==> config.mk <==
export PLATFORM = sky130hd
export DESIGN_NAME = sensor_raw_framer_flat
export DESIGN_NICKNAME = d
export VERILOG_FILES = /design/src/rtl/sensor_raw_framer_if.sv /design/src/rtl/sensor_raw_framer.sv /design/src/flat_wrapper.sv
export SDC_FILE = /design/constraint.sdc
export NUM_CORES = 1
export LEC_CHECK = 0
export CAP_MARGIN = 20
export CORE_MARGIN = 5
export CORE_UTILIZATION = 50
export CTS_BUF_LIST = sky130_fd_sc_hd__clkbuf_2 sky130_fd_sc_hd__clkbuf_4 sky130_fd_sc_hd__clkbuf_8
export CTS_CLUSTER_SIZE = 25
export DETAILED_ROUTE_END_ITERATION = 10
export GPL_ROUTABILITY_DRIVEN = 0
export GPL_TIMING_DRIVEN = 0
export PLACE_DENSITY = 0.78
export RECOVER_POWER = 100
export SLEW_MARGIN = 20
export SYNTH_ARGS = -nofsm -noshare
export SYNTH_HDL_FRONTEND = slang
export SYNTH_SLANG_ARGS = --single-unit
==> constraint.sdc <==
create_clock -name clk -period 2.6 [get_ports clk]
set_input_delay 0.65 -clock clk [delete_from_list [all_inputs] [get_ports clk]]
set_output_delay 0.65 -clock clk [all_outputs]
set_load 0.05 [all_outputs]
==> src/rtl/sensor_raw_framer_if.sv <==
// Sensor-to-framer stream bundle: vsync/href-qualified raw pixels in, line-framed pixels out.
// master = framer side, slave = sensor/consumer environment side.
interface sensor_raw_framer_if #(
  parameter int DATA_WIDTH = 8
);
  logic [DATA_WIDTH-1:0] sens_data;
  logic                  sens_href;
  logic                  sens_vsync;
  logic [DATA_WIDTH-1:0] raw_data;
  logic                  raw_valid;
  logic                  raw_sop;
  logic                  raw_eop;

  modport master (
    input  sens_data, sens_href, sens_vsync,
    output raw_data, raw_valid, raw_sop, raw_eop
  );

  modport slave (
    output sens_data, sens_href, sens_vsync,
    input  raw_data, raw_valid, raw_sop, raw_eop
  );
endinterface

==> src/rtl/sensor_raw_framer.sv <==
// Frames a vsync/href sensor stream into H_ACTIVE x V_ACTIVE raw lines with sticky geometry errors.
// Define FRAMER_PAD_EN to pad short lines to H_ACTIVE by replicating the last captured pixel.
module sensor_raw_framer #(
  parameter int DATA_WIDTH = 8,
  parameter int H_ACTIVE   = 1280,
  parameter int V_ACTIVE   = 720
) (
  input  logic                clk,
  input  logic                reset_n,
  sensor_raw_framer_if.master bus,
  input  logic                err_clr,
  output logic [11:0]         line_idx,
  output logic [3:0]          err
);

  localparam int CW = $clog2(H_ACTIVE) + 1;

`ifdef FRAMER_PAD_EN
  typedef enum logic [2:0] {IDLE, WAIT_LINE, ACTIVE, PAD, FRAME_DONE} state_t;
`else
  typedef enum logic [2:0] {IDLE, WAIT_LINE, ACTIVE, FRAME_DONE} state_t;
`endif

  state_t                state;
  logic [DATA_WIDTH-1:0] s1_data;
  logic                  s1_href;
  logic                  s1_vsync;
  logic                  s1_vsync_d;
  logic [CW-1:0]         pix_cnt;
  logic                  drop_line;
`ifdef FRAMER_PAD_EN
  logic [CW-1:0]         pad_left;
`endif

  logic          vsync_rise;
  logic          take_pix;
  logic [CW-1:0] cur_idx;
  logic [11:0]   cur_line;
  logic          end_full;
  logic          eop_now;
  logic          last_line;
  logic          frame_cut;

  // End-of-line decisions look one sample ahead at the unregistered sensor inputs.
  always_comb begin
    vsync_rise = s1_vsync && !s1_vsync_d;
    take_pix   = (state == ACTIVE) ||
                 ((state == WAIT_LINE) && !vsync_rise && !drop_line && s1_href);
    cur_idx    = (state == ACTIVE) ? pix_cnt : '0;
    cur_line   = (state == ACTIVE) ? line_idx : line_idx + 12'd1;
    end_full   = (cur_idx == CW'(H_ACTIVE - 1));
    eop_now    = end_full || !bus.sens_href || bus.sens_vsync;
    last_line  = (cur_line == 12'(V_ACTIVE));
    frame_cut  = bus.sens_vsync && !(end_full && last_line);
  end

  always_ff @(posedge clk) begin
    if (!reset_n) begin
      state         <= IDLE;
      s1_data       <= '0;
      s1_href       <= 1'b0;
      s1_vsync      <= 1'b0;
      s1_vsync_d    <= 1'b0;
      pix_cnt       <= '0;
      drop_line     <= 1'b0;
      line_idx      <= '0;
      err           <= '0;
      bus.raw_data  <= '0;
      bus.raw_valid <= 1'b0;
      bus.raw_sop   <= 1'b0;
      bus.raw_eop   <= 1'b0;
`ifdef FRAMER_PAD_EN
      pad_left      <= '0;
`endif
    end else begin
      s1_data       <= bus.sens_data;
      s1_href       <= bus.sens_href;
      s1_vsync      <= bus.sens_vsync;
      s1_vsync_d    <= s1_vsync;
      bus.raw_valid <= 1'b0;
      bus.raw_sop   <= 1'b0;
      bus.raw_eop   <= 1'b0;
      // Clear first so any error flagged below in the same cycle survives.
      if (err_clr) err <= '0;

      case (state)
        IDLE: begin
          if (vsync_rise) begin
            state    <= WAIT_LINE;
            line_idx <= '0;
          end
        end
        WAIT_LINE: begin
          if (vsync_rise) begin
            if (line_idx < 12'(V_ACTIVE)) err[2] <= 1'b1;
            line_idx  <= '0;
            drop_line <= 1'b0;
          end else if (drop_line && !s1_href) begin
            drop_line <= 1'b0;
          end
        end
        ACTIVE: ;
`ifdef FRAMER_PAD_EN
        PAD: begin
          bus.raw_valid <= 1'b1;
          bus.raw_eop   <= (pad_left == CW'(1));
          pad_left      <= pad_left - 1'b1;
          if (s1_href) begin
            err[3]    <= 1'b1;
            drop_line <= 1'b1;
          end
          if (pad_left == CW'(1))
            state <= (line_idx == 12'(V_ACTIVE)) ? FRAME_DONE : WAIT_LINE;
        end
`endif
        FRAME_DONE: begin
          if (vsync_rise) begin
            state     <= WAIT_LINE;
            line_idx  <= '0;
            drop_line <= 1'b0;
          end
        end
        default: state <= IDLE;
      endcase

      if (take_pix) begin
        bus.raw_valid <= 1'b1;
        bus.raw_data  <= s1_data;
        bus.raw_sop   <= (state == WAIT_LINE);
        line_idx      <= cur_line;
        if (!eop_now) begin
          state   <= ACTIVE;
          pix_cnt <= cur_idx + 1'b1;
        end else begin
          pix_cnt <= '0;
          if (frame_cut) begin
            bus.raw_eop <= 1'b1;
            err[2]      <= 1'b1;
            line_idx    <= '0;
            state       <= WAIT_LINE;
          end else begin
            if (!end_full) begin
              err[0] <= 1'b1;
            end else if (bus.sens_href) begin
              err[1]    <= 1'b1;
              drop_line <= 1'b1;
            end
            state <= last_line ? FRAME_DONE : WAIT_LINE;
`ifdef FRAMER_PAD_EN
            bus.raw_eop <= end_full;
            if (!end_full) begin
              state    <= PAD;
              pad_left <= CW'(H_ACTIVE - 1) - cur_idx;
            end
`else
            bus.raw_eop <= 1'b1;
`endif
          end
        end
      end
    end
  end

endmodule

==> src/flat_wrapper.sv <==
// flat-port wrapper written by rule: the top's interface ports become plain ports
module sensor_raw_framer_flat 
#(
  parameter int DATA_WIDTH = 8,
  parameter int H_ACTIVE   = 1280,
  parameter int V_ACTIVE   = 720
)
  (clk, reset_n, err_clr, line_idx, err, bus_sens_data, bus_sens_href, bus_sens_vsync, bus_raw_data, bus_raw_valid, bus_raw_sop, bus_raw_eop);
  sensor_raw_framer_if #(.DATA_WIDTH(DATA_WIDTH)) bus_i ();
  input  logic clk;
  input  logic reset_n;
  input  logic err_clr;
  output logic [11:0] line_idx;
  output logic [3:0] err;
  input wire logic [$bits(bus_i.sens_data)-1:0] bus_sens_data;
  input wire logic [$bits(bus_i.sens_href)-1:0] bus_sens_href;
  input wire logic [$bits(bus_i.sens_vsync)-1:0] bus_sens_vsync;
  output wire logic [$bits(bus_i.raw_data)-1:0] bus_raw_data;
  output wire logic [$bits(bus_i.raw_valid)-1:0] bus_raw_valid;
  output wire logic [$bits(bus_i.raw_sop)-1:0] bus_raw_sop;
  output wire logic [$bits(bus_i.raw_eop)-1:0] bus_raw_eop;
  assign bus_i.sens_data = bus_sens_data;
  assign bus_i.sens_href = bus_sens_href;
  assign bus_i.sens_vsync = bus_sens_vsync;
  assign bus_raw_data = bus_i.raw_data;
  assign bus_raw_valid = bus_i.raw_valid;
  assign bus_raw_sop = bus_i.raw_sop;
  assign bus_raw_eop = bus_i.raw_eop;
  sensor_raw_framer #(.DATA_WIDTH(DATA_WIDTH), .H_ACTIVE(H_ACTIVE), .V_ACTIVE(V_ACTIVE)) u_core (.clk(clk), .reset_n(reset_n), .bus(bus_i), .err_clr(err_clr), .line_idx(line_idx), .err(err));
endmodule
# == After elaboration in Yosys (flattened, before gate mapping) ==
# Index checks and enable logic that the tools add are counted.
# totals
reg_bits,53
inputBits,13
# classes
addsub,2
n_reduce_logical,25
magnitude_cmp,1
eq_ne,7
muxes,36
# op_table
operator,n
2-to-1 mux 12 bit,8
adder 12 x 1 -> 12 bit (second input constant),2
2-to-1 mux 3 bit,7
2-to-1 mux 1 bit,17
equality test 12 x 10 -> 1 bit (second input constant),1
equality test 12 x 11 -> 1 bit (second input constant),1
less-than comparator 12 x 10 -> 1 bit (second input constant),1
logical AND 1 bit,7
equality test 3 x 2 -> 1 bit (second input constant),2
logical NOT 1 bit,6
one-hot mux 3 bit (2 select lines),1
AND reduction 2 bit,3
2-to-1 mux 2 bit,2
nonzero test 2 bit,2
OR reduction 2 bit,2
equality test 3 x 1 -> 1 bit (second input constant),1
logical NOT 3 bit,1
logical OR 1 bit,3
!= test 3 x 1 -> 1 bit (second input constant),1
OR reduction 3 bit,1
!= test 2 x 1 -> 1 bit (second input constant),1
one-hot mux 1 bit (2 select lines),1

# == Longest topological paths before layout ==
# Gate-level depths: netlist of run 1.
# depth
depth_word,10
ltp_mapped,13
mapped_depth_nobuf,11

# == Worst setup path after synthesis of run 1 ==
# Ideal clock, no wire load.
# synth_path
kind,reg-to-reg
start,register u_core.state[0]
end,register u_core.line_idx[8]
path_stages_with_launch,14
required_time_ns,2.525
period_less_slack_ns,2.714
setup_slack_ns,-0.114
arrival_ns,2.639
cell_sequence,dfxtp_1 > inv_1 > ha_1 > buf_4 > clkbuf_1 > nand2_1 > inv_1 > ha_1 > nand4_1 > nor3b_2 > o2111ai_1 > o21ai_4 > a21oi_1 > o22ai_1
# synth_via
elab_chain_cells,9
elab_cells_between_ends,24
cone_classes,eq/ne: 5; mux: 5; reduce/logical: 14
# synth_rtl
element,line,rtl
"start, declared",sensor_raw_framer.sv:24,state_t state;
"start signal, assigned",sensor_raw_framer.sv:148,state <= last_line ? FRAME_DONE : WAIT_LINE;
equality test 3 x 2 -> 1 bit,"sensor_raw_framer.sv:47, sensor_raw_framer.sv:49, sensor_raw_framer.sv:50",
"2-to-1 mux 12 bit, on equally long branches","sensor_raw_framer.sv:49, sensor_raw_framer.sv:50",
equality test 12 x 11 -> 1 bit or equality test 12 x 10 -> 1 bit (tied branches),"sensor_raw_framer.sv:51, sensor_raw_framer.sv:53",
logical AND 1 bit,sensor_raw_framer.sv:54,frame_cut = bus.sens_vsync && !(end_full && last_line);
logical NOT 1 bit,sensor_raw_framer.sv:54,
logical AND 1 bit,sensor_raw_framer.sv:54,
2-to-1 mux 12 bit,sensor_raw_framer.sv:136,if (frame_cut) begin
2-to-1 mux 12 bit,sensor_raw_framer.sv:131,if (!eop_now) begin
2-to-1 mux 12 bit,sensor_raw_framer.sv:126,if (take_pix) begin
"end signal, assigned",sensor_raw_framer.sv:130,line_idx <= cur_line;
"end, declared",sensor_raw_framer.sv:12,"output logic [11:0] line_idx,"
# Parallel ways exist; a longest one is shown, timed or not.
# A chain may end at the register's enable or synchronous reset.

# == Final worst setup path of run 1 ==
# layout_path
start,register u_core.state[0]
end,register u_core.pix_cnt[4]
# layout_via
elab_chain_cells,6
elab_cells_between_ends,12
cone_classes,add/sub: 1; eq/ne: 3; mux: 2; reduce/logical: 6
# layout_rtl
element,line,rtl
branches (longest 6 deep; another with adder 12 x 1 -> 12 bit),n/a,
"end signal, assigned",sensor_raw_framer.sv:133,pix_cnt <= cur_idx + 1'b1;
"end, declared",sensor_raw_framer.sv:29,logic [CW-1:0] pix_cnt;
# Parallel ways; which one is timed is not known.

==> impl_metrics.toml, run 1 <==
[status]
status = "complete, no violations"

[route]
wl_per_cell_um = 15.3
viasPerCell = 5.73
first_pass_iters = 5
via_count = 2459
drc = 0
wirelength_um = 6580
drt_iter0_markers = 224
ant_nets = 0

[global_route]
antenna_found_initial = 0
grt_first_pass_wirelength_um = 10600
grt_usage_pct = 20.6
grt_max_degree = 19
grt_pass1_vias = 2240
overflow = 0

[power_and_ir_drop]
power.density_mw_per_mm2 = 446
p_leak_nw = 1.17
total_power_mw = 1.44
ir_worst_vdd_uv = 254

[clock_network]
clk_pin_slew_ns = 0.11
cts_tree = "done"
cts_root_buffer = "clkbuf_8"
max-clock-path-buffers = 2
cts_max_level = 2
cts_buffers = 5
clkSinkCount = 52
worstSkewPairLatency_ns = 0.31
cts.hold.buffers_added = 0

[critical_path]
cp_max_fo = 10
critPathSlowestCell = "dfxtp_2"
crit_chain = "inv_1 -> ha_1 -> buf_6 -> buf_8 -> and2_4 -> ha_4 -> nand4_1 -> nor3b_4 -> buf_4 -> nor3_4 -> a31oi_1 -> a311oi_1"
worst-setup-path-type = "reg2reg"
rr_worst_depth = 12
required_ns = 2.82
arrival_ns = 2.73
crit_path_end_kind = "flop"
slowest_delay_ns = 0.36
cp-start-kind = "flop"

[floorplan]
rows = 25
core_area_mm2 = 0.00479
start_util_pct = 52.4
chipHeight_um = 80.8
die_area_mm2 = 0.00653
die_x_um = 80.8
io_pins = 40

[placed_design]
dp_slack_ns = -0.427
io_buffer_count = 37
placed_cell_area_mm2 = 0.00297
dp_hpwl_um = 4470

[synth]
netlist.area_leader.share_pct = 41.5
synth.distinct_cells = 56
async_reset_ff_share_pct = 0
synth_edf_count = 0
synth_area_per_cell_um2 = 8.09
synth.largest_area_cell = "dfxtp_1"
syn-num-nets = 329
synth_area_mm2 = 0.00251
yosys_register_bits = 52
ys_seq_area_share_pct = 41.5
synth_area_leaders = "dfxtp_1 41%, nand2_1 7.2%, a21oi_1 5.2%, nor2_1 3.3%, ha_1 3.0%"
ys_warn_count = 0
syn_inst = 310
ys.flop_type = "dfxtp_1"

[finish]
n_fill_cell = 391
stdcell_area_mm2 = 0.00323
nNetsFinal = 380
drive_gt1_share_pct = 11.0
diodes = 0
multiInputGateArea_mm2 = 0.00146
regArea_mm2 = 0.00104
area_growth_pct = 28.8

[sta]
setup_viol_count_final = 0
worst_hold_slack_ns = 0.449
fin_crit_ns = 2.52
tightest_slew_ns = 0.782
max_freq_ghz = 0.398
fin_ws_ns = 0.0849
drv_slew = 0
hold_violations = 0
relSlewSlack_pct = 47.2
min_period_over_period_pct = 96.7
fin_skew_ns = 0.00940

[min_path]
hold_depth = 2
worstHoldPathType = "reg2reg"

[job]
cap_violations = 0
-- flip-flops by register name, indices dropped and copies added (netlist names) --
register              flops
u_core.s1_data            8
u_core.drop_line          1
u_core.s1_vsync           1
u_core.line_idx          12
u_core.err                3
u_core.bus.raw_data       8
u_core.s1_vsync_d         1
u_core.state              2
u_core.bus.raw_eop        1
u_core.bus.raw_sop        1
u_core.pix_cnt           12
u_core.s1_href            1
u_core.bus.raw_valid      1
-- synth_stat cells, drive strengths merged, types with 2 or more instances --
cell type,instances
nor4,3
nor3b,3
a22o,3
nand4,7
nand2b,3
nor2b,3
clkbuf,14
or3,4
a41oi,2
a21oi,26
o22ai,7
inv,10
dfxtp,52
buf,5
nor3,6
nor2,23
ha,6
xnor2,2
a31oi,6
and2,10
o211ai,5
a22oi,4
and3,3
nand3,13
a311oi,3
and4b,2
nand2,48
o21ai,13
a21o,3
xor2,3
-- final timing paths --
| check | from | end | slack [ns] |
|---|---|---|---|
| worst min-delay path | u_core.s1_data[3] | u_core.bus.raw_data[3] | 0.45 |
| worst max register to register | u_core.state[0] | u_core.pix_cnt[4] | 0.08 |
| worst min register to register | u_core.s1_data[3] | u_core.bus.raw_data[3] | 0.45 |
| worst max-delay path | u_core.state[0] | u_core.pix_cnt[4] | 0.08 |
-- kinds of logic (layout without fill, tap and decap cells) --
kind of cell | Yosys count | count (layout) | synth area share [%]
buf+inv | 29 | 80 | 4.84
fa+ha+maj | 6 | 6 | 2.99
flops | 52 | 52 | 41.5
compound gates | 81 | 82 | 21.1
other cells | 1 | 1 | 0.149
simple gates | 136 | 136 | 27.6
xor+xnor | 5 | 5 | 1.75
-- cell usage in the layout (no fill, tap or decap), drive strengths merged, types with 7 or more instances in the layout --
| cell type | n |
|---|---|
| a21oi | 26 |
| and2 | 10 |
| buf | 12 |
| clkbuf | 18 |
| clkdlybuf4s50 | 36 |
| dfxtp | 52 |
| inv | 11 |
| nand2 | 48 |
| nand3 | 13 |
| nand4 | 7 |
| nor2 | 23 |
| o21ai | 14 |
| o22ai | 7 |
-- worst max-delay path, delay by kind of cell (launching register included) --
| kind | cells | cell delay, ns |
|---|---|---|
| AOI/OAI and AO/OA | 2 | 0.44 |
| buffers and inverters | 4 | 0.51 |
| DFF | 1 | 0.36 |
| and+or+nand+nor | 4 | 0.73 |
| adders and majority gates | 2 | 0.37 |
-- area by class of cell --
type	count	area share, %
multi-input cells	230	45.1
clock inverters	3	0.852
flip-flops and latches	52	32.3
inverters	10	1.16
repair buffers	43	12.9
clock buffers	5	2.13
plain buffers	19	3.06
well taps	67	2.59
-- report_power, final --
part / internal, mW / switching, mW / leakage (nW)
sequential: 0.811 / 0.00720 / 0.422
clock: 0.198 / 0.297 / 0.0463
combinational: 0.0450 / 0.0819 / 0.700
-- repair_timing --
| action | in CTS | in global routing |
|---|---|---|
| gates resized for setup | 10 | 13 |
| setup buffers | 3 | 3 |
| gates cloned | 1 | 0 |
| pin swaps | 5 | 3 |
| endpoints found under the setup margin | 23 | 18 |
-- routing by layer --
layer / wire, um / up-vias / GRT usage (%) / part of all wire, %
met4: 96 / 0 / 6.25 / 1.5
met2: 3010 / 112 / 33.3 / 46
met3: 462 / 12 / 4.21 / 7.0
met1: 3010 / 1125 / 27.7 / 46
li1: - / 1210 / - / -
met5: 0 / - / 0 / 0
-- stage by stage --
step | std cells | util [%] | setup TNS, ns
floorplan | 310 | - | 0
global placement | 414 | 62.1 | -5.99
detailed placement | 414 | 62.1 | -6.59
CTS | 426 | 65.9 | -0.0526
global route | 429 | 67.5 | -0.106
finish | 429 | 67.5 | 0
Power figures use the tool's default switching activity.
==> run 2: changes to the inputs <==
--- a/config.mk
+++ b/config.mk
@@ -7,13 +7,13 @@
 export LEC_CHECK = 0
 export CAP_MARGIN = 20
 export CORE_MARGIN = 5
-export CORE_UTILIZATION = 50
+export CORE_UTILIZATION = 45
 export CTS_BUF_LIST = sky130_fd_sc_hd__clkbuf_2 sky130_fd_sc_hd__clkbuf_4 sky130_fd_sc_hd__clkbuf_8
 export CTS_CLUSTER_SIZE = 25
 export DETAILED_ROUTE_END_ITERATION = 10
 export GPL_ROUTABILITY_DRIVEN = 0
 export GPL_TIMING_DRIVEN = 0
-export PLACE_DENSITY = 0.78
+export PLACE_DENSITY = 0.72
 export RECOVER_POWER = 100
 export SLEW_MARGIN = 20
 export SYNTH_ARGS = -nofsm -noshare
==> run 2 against run 1 <==
  * First-iteration DRC count shrank 18%
  * Highest routed layer unchanged
  * Design area up 2.3%
  * Critical path depth did not move
  * Wire length increased by 5.4%
  * Sequential cell count is the same
  * Via count rose by 0.57%
  * Utilization decreased by 7.1 points
  * Largest cell class unchanged
  * Final cell count rose by 2.6%
  * Worst setup slack got worse by 0.038 ns
==> impl_metrics.toml, run 2 (synthesized netlist as in run 1, its figures left out) <==
[critical_path]
cp-startpoint = "u_core.state[0]"
crit_path_end_kind = "flop"
worst-setup-path-type = "reg2reg"
critPathSlowestCell = "dfxtp_2"
r2r_setup_slack_ns = 0.05
arrival_ns = 2.79
reg2reg_from = "u_core.state[0]"
required_ns = 2.84
slowest_delay_ns = 0.35
cp_max_fo = 8
cp-start-kind = "flop"
crit_chain = "inv_1 -> ha_2 -> buf_6 -> buf_8 -> and2_4 -> ha_4 -> nand4_1 -> nor3b_4 -> o2111ai_4 -> o21ai_4 -> a21oi_1 -> o22ai_1"
crit_buf_inv = 3
critPathTopFamily = "compound AO/OA/AOI/OAI gates"

[sta]
drv_slew = 0
final.setup.tns_ns = 0
relSlewSlack_pct = 44.7
min_period_over_period_pct = 98.2
setup_viol_count_final = 0
fin_crit_ns = 2.55
max_freq_ghz = 0.392
fin_skew_ns = 0.00574
hold_violations = 0
tightest_slew_ns = 0.823

[finish]
area_growth_pct = 31.8
multiInputGateArea_mm2 = 0.00146
reg_top3 = "u_core.line_idx (12), u_core.pix_cnt (12)"
regArea_mm2 = 0.00104
n_fill_cell = 496
nNetsFinal = 386
diodes = 0
utilization_pct = 60.4
mostFrequentLayoutCells = "51 x dfxtp_1, 47 x nand2_1, 36 x clkdlybuf4s50_1"
stdcell_area_mm2 = 0.00331
final_common_cell = "dfxtp_1"
drive_gt1_share_pct = 12.8

[floorplan]
die_x_um = 84.7
start_util_pct = 45.8
chipHeight_um = 84.7
rows = 27
die_area_mm2 = 0.00717
core_area_mm2 = 0.00547
io_pins = 40

[route]
ant_nets = 0
first_pass_iters = 4
via_count = 2473
drt_iter0_markers = 184
wl_per_cell_um = 15.8
viasPerCell = 5.62
drc = 0
wirelength_um = 6940

[clock_network]
cts_tree = "done"
max-clock-path-buffers = 2
cts_max_level = 2
cts_root_buffer = "clkbuf_8"
cts_buffers = 5
worstSkewPairLatency_ns = 0.31
cts.hold.buffers_added = 0
clk_pin_slew_ns = 0.10
clkSinkCount = 52

[global_route]
grt_usage_pct = 19.3
grt_first_pass_wirelength_um = 11400
grt_max_degree = 18
overflow = 0
grt_pass1_vias = 2298
antenna_found_initial = 0

[status]
status = "complete, no violations"

[placed_design]
io_buffer_count = 37
placed_cell_area_mm2 = 0.00298
dp_hpwl_um = 4720

[power_and_ir_drop]
ir_worst_vdd_uv = 285
power.density_mw_per_mm2 = 458
p_leak_nw = 1.21

[job]
cap_violations = 0

[min_path]
worstHoldStart = "u_core.s1_data[3]"
worstHoldPathType = "reg2reg"
[run 2: area by class of cell]
type,instances,area share (%)
Inverter,10,1.14
Timing Repair Buffer,49,14.0
Buffer,19,2.99
Clock buffer,5,2.08
Tap cell,72,2.73
Clock inverter,3,1.40
Multi-Input combinational cell,230,44.1
Sequential cell,52,31.5
[run 2: path summary, 6_finish.rpt]
check / cells after the start / end
worst max register to register: 12 / u_core.line_idx[8]
worst max-delay path: 12 / u_core.line_idx[8]
worst min-delay path: 2 / u_core.bus.raw_data[3]
worst min register to register: 2 / u_core.bus.raw_data[3]
[run 2: metal layers]
layer  track usage (%)  part of all wire, %  vias up
met2              32.3                   48       77
met4              5.76                  1.2        0
met5                 0                    0        -
met1              25.3                   45     1171
li1                  -                    -     1216
met3              3.24                  5.4        9
[run 2: tightest hold or removal path, delay by kind of cell, from the launching register on]
family,cells,cell delay (ns)
AOI/OAI and AO/OA,1,0.05
DFF,1,0.31
and+or+nand+nor,1,0.05
[run 2: through the flow]
| stage | total power [mW] | instances | worst slack, ns | hold slack, ns |
|---|---|---|---|---|
| CTS | 1.52 | 433 | 0.00723 | 0.450 |
| global placement | 0.953 | 419 | -0.428 | 0.423 |
| global route | 1.58 | 440 | -0.0531 | 0.466 |
| detailed placement | 0.954 | 419 | -0.428 | 0.436 |
| floorplan | 0.906 | 310 | 0.0531 | 0.422 |
| finish | 1.52 | 440 | 0.0471 | 0.445 |
[run 2: what timing repair did]
item | in CTS | in global routing
hold endpoints to repair | 0 | 0
setup buffers | 5 | 7
endpoints found under the setup margin | 23 | 17
gates resized for setup | 17 | 10
cloned | 1 | 0
pin swaps | 5 | 12
[run 2: report_power, final]
group / internal, mW / total (mW) / switching [mW]
Sequential: 0.811 / 0.818 / 0.00727
Clock: 0.290 / 0.566 / 0.276
Combinational: 0.0490 / 0.132 / 0.0826
Total: 1.15 / 1.52 / 0.366
